==> config.mk <==
export PLATFORM = sky130hd
export DESIGN_NAME = rc_addsub_serial
export DESIGN_NICKNAME = d
export VERILOG_FILES = /design/src/rtl/rc_addsub_serial.sv
export SDC_FILE = /design/constraint.sdc
export NUM_CORES = 1
export LEC_CHECK = 0
export ABC_CLOCK_PERIOD_IN_PS = 3800
export CAP_MARGIN = 20
export CORE_MARGIN = 3
export CORE_UTILIZATION = 52
export DETAILED_ROUTE_END_ITERATION = 16
export PLACE_DENSITY = 0.81
export SLEW_MARGIN = 10
export SYNTH_ARGS = -nofsm -noshare
export SYNTH_HDL_FRONTEND = slang
export SYNTH_SLANG_ARGS = --single-unit
==> constraint.sdc <==
create_clock -name clk -period 3.8 [get_ports clk]
set_input_delay 1.14 -clock clk [delete_from_list [all_inputs] [get_ports clk]]
set_output_delay 1.14 -clock clk [all_outputs]
set_load 0.01 [all_outputs]
==> src/rtl/rc_addsub_serial.sv <==
// Chunk-serial add/subtract unit.
// The operation is spread over WIDTH/CHUNK clocks, least-significant chunk
// first. A single carry register links one chunk to the next. Subtraction
// reuses the adder: the B chunk is inverted and the initial carry is ~c.
module rc_addsub_serial #(
  parameter int WIDTH = 16,
  parameter int CHUNK = 4
) (
  input  logic             clk,
  input  logic             rst,
  input  logic             start,
  input  logic             mode,
  input  logic [WIDTH-1:0] a,
  input  logic [WIDTH-1:0] b,
  input  logic             c,
  output logic             busy,
  output logic             done,
  output logic [WIDTH-1:0] s,
  output logic             co,
  output logic             ovf
);

  localparam int K     = WIDTH / CHUNK;
  localparam int CNT_W = (K > 1) ? $clog2(K) : 1;
  localparam int MSB   = WIDTH - 1;

  localparam logic [0:0] S_IDLE = 1'b0;
  localparam logic [0:0] S_RUN  = 1'b1;

  localparam logic [CNT_W-1:0] CNT_LAST = CNT_W'(K - 1);

  // One chunk of ripple addition; the top bit of the result is the carry out.
  function automatic logic [CHUNK:0] chunk_add(input logic [CHUNK-1:0] x,
                                               input logic [CHUNK-1:0] y,
                                               input logic             ci);
    return {1'b0, x} + {1'b0, y} + {{CHUNK{1'b0}}, ci};
  endfunction

  logic [0:0]       state_q, state_d;
  logic [CNT_W-1:0] cnt_q, cnt_d;
  logic [WIDTH-1:0] a_q, b_q, acc_q;
  logic             mode_q, cy_q;
  logic [WIDTH-1:0] s_q, s_d;
  logic             co_q, co_d;
  logic             ovf_q, ovf_d;
  logic             done_q, done_d;

  logic             load;
  logic [CHUNK-1:0] a_chunk, b_chunk, sum;
  logic             cy_nx;
  logic [WIDTH-1:0] res;

  assign load = (state_q == S_IDLE) && start;

  // Current chunk: operand slice, add with running carry, merge into result.
  always_comb begin
    a_chunk        = a_q[cnt_q*CHUNK +: CHUNK];
    b_chunk        = b_q[cnt_q*CHUNK +: CHUNK] ^ {CHUNK{mode_q}};
    {cy_nx, sum}   = chunk_add(a_chunk, b_chunk, cy_q);
    res            = acc_q;
    res[cnt_q*CHUNK +: CHUNK] = sum;
  end

  // FSM next state, chunk counter, and result publication on the last chunk.
  always_comb begin
    state_d = state_q;
    cnt_d   = cnt_q;
    s_d     = s_q;
    co_d    = co_q;
    ovf_d   = ovf_q;
    done_d  = 1'b0;
    case (state_q)
      S_IDLE: begin
        if (start) begin
          state_d = S_RUN;
          cnt_d   = '0;
        end
      end
      S_RUN: begin
        if (cnt_q == CNT_LAST) begin
          state_d = S_IDLE;
          done_d  = 1'b1;
          s_d     = res;
          // In subtract mode the adder carry is the inverse of the borrow.
          co_d    = cy_nx ^ mode_q;
          if (mode_q)
            ovf_d = (a_q[MSB] != b_q[MSB]) && (res[MSB] != a_q[MSB]);
          else
            ovf_d = (a_q[MSB] == b_q[MSB]) && (res[MSB] != a_q[MSB]);
        end else begin
          cnt_d = cnt_q + 1'b1;
        end
      end
      default: state_d = S_IDLE;
    endcase
  end

  // Control and visible result registers, cleared by reset.
  always_ff @(posedge clk) begin
    if (rst) begin
      state_q <= S_IDLE;
      cnt_q   <= '0;
      s_q     <= '0;
      co_q    <= 1'b0;
      ovf_q   <= 1'b0;
      done_q  <= 1'b0;
    end else begin
      state_q <= state_d;
      cnt_q   <= cnt_d;
      s_q     <= s_d;
      co_q    <= co_d;
      ovf_q   <= ovf_d;
      done_q  <= done_d;
    end
  end

  // Operand capture at acceptance, then carry/partial result per chunk.
  // These are overwritten before use, so they need no reset.
  always_ff @(posedge clk) begin
    if (load) begin
      a_q    <= a;
      b_q    <= b;
      mode_q <= mode;
      cy_q   <= c ^ mode;
    end else if (state_q == S_RUN) begin
      cy_q   <= cy_nx;
      acc_q  <= res;
    end
  end

  assign busy = (state_q == S_RUN);
  assign done = done_q;
  assign s    = s_q;
  assign co   = co_q;
  assign ovf  = ovf_q;

endmodule

# After elaboration in Yosys (flattened, before gate mapping)
# Cells that the tools add are included.
totals:
  reg_bits: 72
  input_bits: 37
  out_inout_bits: 20
  word_cells: 49
classes:
  addsub: 4
  n_eq_ne: 6
  n_shift: 4
  mux: 11
  n_bitwise: 5
  reduce_logical: 8
op_table:
  columns: ["cell", "count"]
  rows:
  - ["$neg 4->34", 1]
  - ["$shift 4x34->16 const A", 1]
  - ["$shiftx 4x34->16", 1]
  - ["$shiftx 16x5->4", 2]
  - ["$bwmux 16", 1]
  - ["$mux 1", 6]
  - ["$reduce_and 2->1", 3]
  - ["$add 4x4->5", 1]
  - ["$add 5x1->5", 1]
  - ["$mux 2", 2]
  - ["$ne 2x2->1 const B", 2]
  - ["$pmux 2 s2", 1]
  - ["$xor 4x4->4", 1]
  - ["$logic_and 1x1->1", 3]
  - ["$add 2x1->2 const B", 1]
  - ["$eq 2x2->1 const B", 1]
  - ["$ne 1x1->1", 2]
  - ["$not 1->1", 2]
  - ["$pmux 1 s2", 1]
  - ["$reduce_bool 2->1", 1]
  - ["$reduce_or 2->1", 1]
  - ["$xor 1x1->1", 2]
  - ["$eq 1x1->1", 1]

# Depth between registers and ports, before layout
depth:
  word_depth: 9
  mapped_depth: 11
  depth_no_buf: 9

# Worst setup path after synthesis
# OpenSTA, ideal clock, no wires.
synth_path:
  path_type: "input to register"
  start: "input port start"
  end: "register cy_q (data pin)"
  setup_ns: 0.339
  arrival_time_ns: 2.805
  path_slack_ns: 0.656
  cell_stages: 2
  path_cell_list: "nor2b_1 a21oi_1"
synth_between:
  elab_chain_len: 2
synth_lines:
  columns: ["item", "line_no", "rtl"]
  rows:
  - ["start, declared", "11", "input logic start,"]
  - ["$logic_and 1x1->1", "53", "assign load = (state_q == S_IDLE) && start;"]
  - ["$mux 1", "120", "if (load) begin"]
  - ["end signal, assigned", "124", "cy_q <= c ^ mode;"]
  - ["end signal, assigned", "126", "cy_q <= cy_nx;"]
  - ["end, declared", "42", "logic mode_q, cy_q;"]
# Every way passes these cells.
# A chain may end at the register's enable or synchronous reset.

# Final worst setup path
layout_path:
  start: "register cnt_q[0]"
  end: "register ovf_q, in the netlist ovf"
layout_between:
  elab_chain_len: 9
  elab_cells_between_ends: 15
  cone_classes: "add/sub: 3; eq/ne: 2; shift: 4; mux: 2; bitwise: 1; reduce/logical: 3"
layout_lines:
  columns: ["item", "line_no", "rtl"]
  rows:
  - ["start, declared", "40", "logic [CNT_W-1:0] cnt_q, cnt_d;"]
  - ["start signal, assigned", "109", "cnt_q <= cnt_d;"]
  - ["$shiftx 16x5->4", "58", "b_chunk = b_q[cnt_q*CHUNK +: CHUNK] ^ {CHUNK{mode_q}};"]
  - ["$xor 4x4->4", "58", null]
  - ["$add 4x4->5", "36", "return {1'b0, x} + {1'b0, y} + {{CHUNK{1'b0}}, ci};"]
  - ["$add 5x1->5", "36", null]
  - ["$shiftx 4x34->16", "61", "res[cnt_q*CHUNK +: CHUNK] = sum;"]
  - ["$bwmux 16", "61", null]
  - ["$ne 1x1->1", "87, 89", null]
  - ["$logic_and 1x1->1, on equally long branches", "89, 87", null]
  - ["$mux 1", "86", "if (mode_q)"]
  - ["end signal, assigned", "112", "ovf_q <= ovf_d;"]
  - ["end, declared", "45", "logic ovf_q, ovf_d;"]
# Parallel ways exist; a longest one is shown, timed or not.

==> impl_metrics.py <==
metrics = {
    "run_status": {
        "outcome": "completed",
    },
    "yosys": {
        "synth_compound_area_share_pct": 7.449,
        "ys_types": 39,
        "synth_top_area_share_pct": 48.58,
        "muxShareOfSynthArea_pct": 7.126,
        "synthSimpleGateAreaFrac_pct": 11.42,
        "synth_async_sr_flop_share_pct": 0,
        "netlist_instances": 241,
        "synth_area_leaders": "edfxtp_1, dfxtp_1, mux4_2, ha_1, nand2_1",
        "yosysTopAreaCell": "edfxtp_1",
        "yosysWarnings": 0,
        "synth_xor_area_share_pct": 2.267,
        "avgSynthCellArea_um2": 12.82,
        "synth_top_family_by_area": "simple AND/OR/NAND/NOR gates",
        "ys_seq_area_share_pct": 62.83,
        "synthesis.area_mm2": 0.003090,
        "synth_flop_cell": "edfxtp_1",
        "synth-adder-area-share_pct": 4.939,
        "syn_nets": 289,
        "synth_edf_count": 50,
        "ys_seq_elements": 72,
    },
    "detailed_routing": {
        "first_iter_violations": 194,
        "ant_nets": 0,
        "drtPass1Iterations": 4,
        "drc": 0,
        "wirelength_um": 5660,
        "vias": 2011,
        "vias_per_cell": 5.306,
        "wl_per_cell_um": 14.93,
    },
    "power_and_ir_drop": {
        "p_comb_share_pct": 12.6,
        "pwr-share-clk_pct": 36.8,
        "p_sw_share_pct": 23.50,
        "p_per_area_mw_per_mm2": 451.8,
        "p_int_w": 0.001365,
        "ir_drop_uv": 345.2,
        "power.switching_w": 0.0004194,
        "seq_power_share_pct": 50.6,
        "p_leak_nw": 1.430,
    },
    "floorplan": {
        "boundaryPins": 57,
        "rows": 27,
        "die_y_um": 83.09,
        "initial_core_util_pct": 54.78,
        "die_area_mm2": 0.006904,
        "coreArea_mm2": 0.005642,
        "die-width_um": 83.09,
    },
    "placed_design": {
        "post-dp-hpwl_um": 4050,
        "io_buffer_count": 56,
        "dp.cells": 363,
        "place_area_mm2": 0.003730,
        "gp_congestion": 0.7899,
    },
    "timing": {
        "max_slew_margin_pct": 40.64,
        "setup_viol": 0,
        "fin_hold_ws_ns": 0.4582,
        "post-route-period-util_pct": 82.61,
        "skew_ns": 0.007429,
        "finalHoldViolations": 0,
        "worst_slew_pin_slew_ns": 0.8904,
        "rsz0062_at_grt": "false",
        "tns_ns": 0,
        "fmax_ghz": 0.3186,
        "layout_min_cycle_time_ns": 3.139,
        "finalMaxSlewViolations": 0,
    },
    "worst_setup_path": {
        "path_class": "reg2reg",
        "critPathMaxFanout": 8,
        "r2r_slack_ns": 0.66,
        "r2r-start": "cnt_q[0]",
        "required_ns": 4.04,
        "cp-end-kind": "flip-flop",
        "cp_slowest_cell": "dfxtp_1",
        "worstPathArrival_ns": 3.37,
        "r2r_end": "ovf",
        "reg2regPathDepth": 8,
        "worstPathCellList": "mux4_2 -> xnor2_1 -> fa_1 -> nand3b_1 -> a211oi_1 -> and3b_1 -> or3_1 -> a311oi_2",
        "startpoint": "cnt_q[0]",
        "start_kind": "flip-flop",
        "cpPeakStageDelay_ns": 0.62,
        "endpoint": "ovf",
    },
    "global_route": {
        "grt_pass1_wl_um": 9570,
        "antenna_found_initial": 0,
        "grt_pass1_vias": 2055,
        "grt_max_degree": 29,
        "grt_usage_pct": 17.60,
        "overflow": 0,
    },
    "cts": {
        "cts.repair.resized": 0,
        "root_buffer": "clkbuf_8",
        "htree_num_levels": 3,
        "cts-buffers-inserted": 9,
        "ctsLongestPathBuffers": 2,
        "clkTransAtPathRegs_ns": 0.08,
        "clk_latency_ns": 0.34,
        "ctsHoldBuffers": 0,
        "cts_num_sinks": 72,
        "postCtsSetupBuffers": 0,
        "cts_tree": "yes",
    },
    "finish": {
        "multi_input_area_mm2": 0.001028,
        "n_fill_cell": 412,
        "antenna_cells": 0,
        "layout-drive-gt1-share_pct": 10.42,
        "layout.cells.non_filler": 379,
        "final_common_cell": "clkdlybuf4s50_1",
        "nets": 350,
        "mostFrequentLayoutCells": "clkdlybuf4s50_1, edfxtp_1, nand2_1",
        "syn_to_final_growth_pct": 27.81,
        "seq_area_mm2": 0.001942,
        "fin_area_mm2": 0.003950,
    },
    "worst_hold_path": {
        "hold_class": "reg2reg",
    },
    "flow_run": {
        "maxCapViolations": 0,
    },
}
## area by class of cell
type | instances | area share (%)
multi-input combinational | 138 | 26.04
sequential | 72 | 49.16
tap | 72 | 2.281
inverter | 21 | 1.996
clock inverter | 7 | 2.439
clock buffer | 9 | 3.136
timing repair buffer | 60 | 14.95
## flip-flops by register name, summed over array words and instances (netlist names)
signal,flops
a_q,16
acc_q,16
b_q,16
busy,1
cnt_q,2
co,1
cy_q,1
done,1
mode_q,1
ovf,1
s,16
## how the worst min path moves through the flow
stage,start,to,depth (start not counted)
global route,s[10],s[10],2
global placement,co,co,2
floorplan,co,co,2
CTS,s[10],s[10],2
detailed placement,s[10],s[10],2
finish,s[10],s[10],2
## cell families after synthesis
group,Yosys count
simple gates,73
flops,72
compound gates,34
buf+inv,31
mux,12
fa+ha+maj,11
xor+xnor,8
## cell usage after synthesis (2+ instances only)
master,number
mux4_2,8
mux2i_1,4
o21a_1,3
nand2_1,23
nand4bb_1,2
xnor2_1,4
ha_1,9
buf_1,2
fa_1,2
xor2_1,4
o211a_1,2
o22ai_1,3
nand2b_1,5
a21oi_1,8
a211oi_1,2
nand4_1,3
nor2_1,20
clkbuf_1,5
inv_1,21
o21ai_0,7
nand3_1,6
or3_1,2
nor2b_1,4
nand3b_1,2
buf_2,2
dfxtp_1,22
o31ai_1,3
nor3_1,3
edfxtp_1,50
## layer usage
layer  wire length, um  global-route usage [%]
met1              2480                   22.40
met2              2736                   28.28
met3               370                   5.556
met4                72                   6.538
met5                 0                       0
## power by group through the flow
stage / Combinational (W) / Sequential (W) / Clock [W]
floorplan: 0.000147 / 0.000916 / 0
global placement: 0.000220 / 0.000920 / 0
detailed placement: 0.000225 / 0.000922 / 0
CTS: 0.000226 / 0.000905 / 0.000668
global route: 0.000250 / 0.000909 / 0.000705
finish: 0.000225 / 0.000904 / 0.000656
## worst max-delay path: cells and delay by family, from the launching register on
family / cells / cell delay [ns]
muxes: 1 / 0.58
and+or+nand+nor: 3 / 0.81
AOI/OAI and AO/OA: 2 / 0.46
DFF: 1 / 0.62
xor gates and xnor gates: 1 / 0.15
adders and majority gates: 1 / 0.41
## per-stage QoR
| step | utilization (%) | power [W] | setup slack [ns] |
|---|---|---|---|
| floorplan | - | 0.001063 | 0.6563 |
| global placement | 66.11 | 0.001140 | 0.7270 |
| detailed placement | 66.11 | 0.001147 | 0.6631 |
| CTS | 70.02 | 0.001799 | 0.6421 |
| global route | 70.02 | 0.001864 | 0.4225 |
| finish | 70.02 | 0.001785 | 0.6610 |
(Power assumes the default switching activity.)
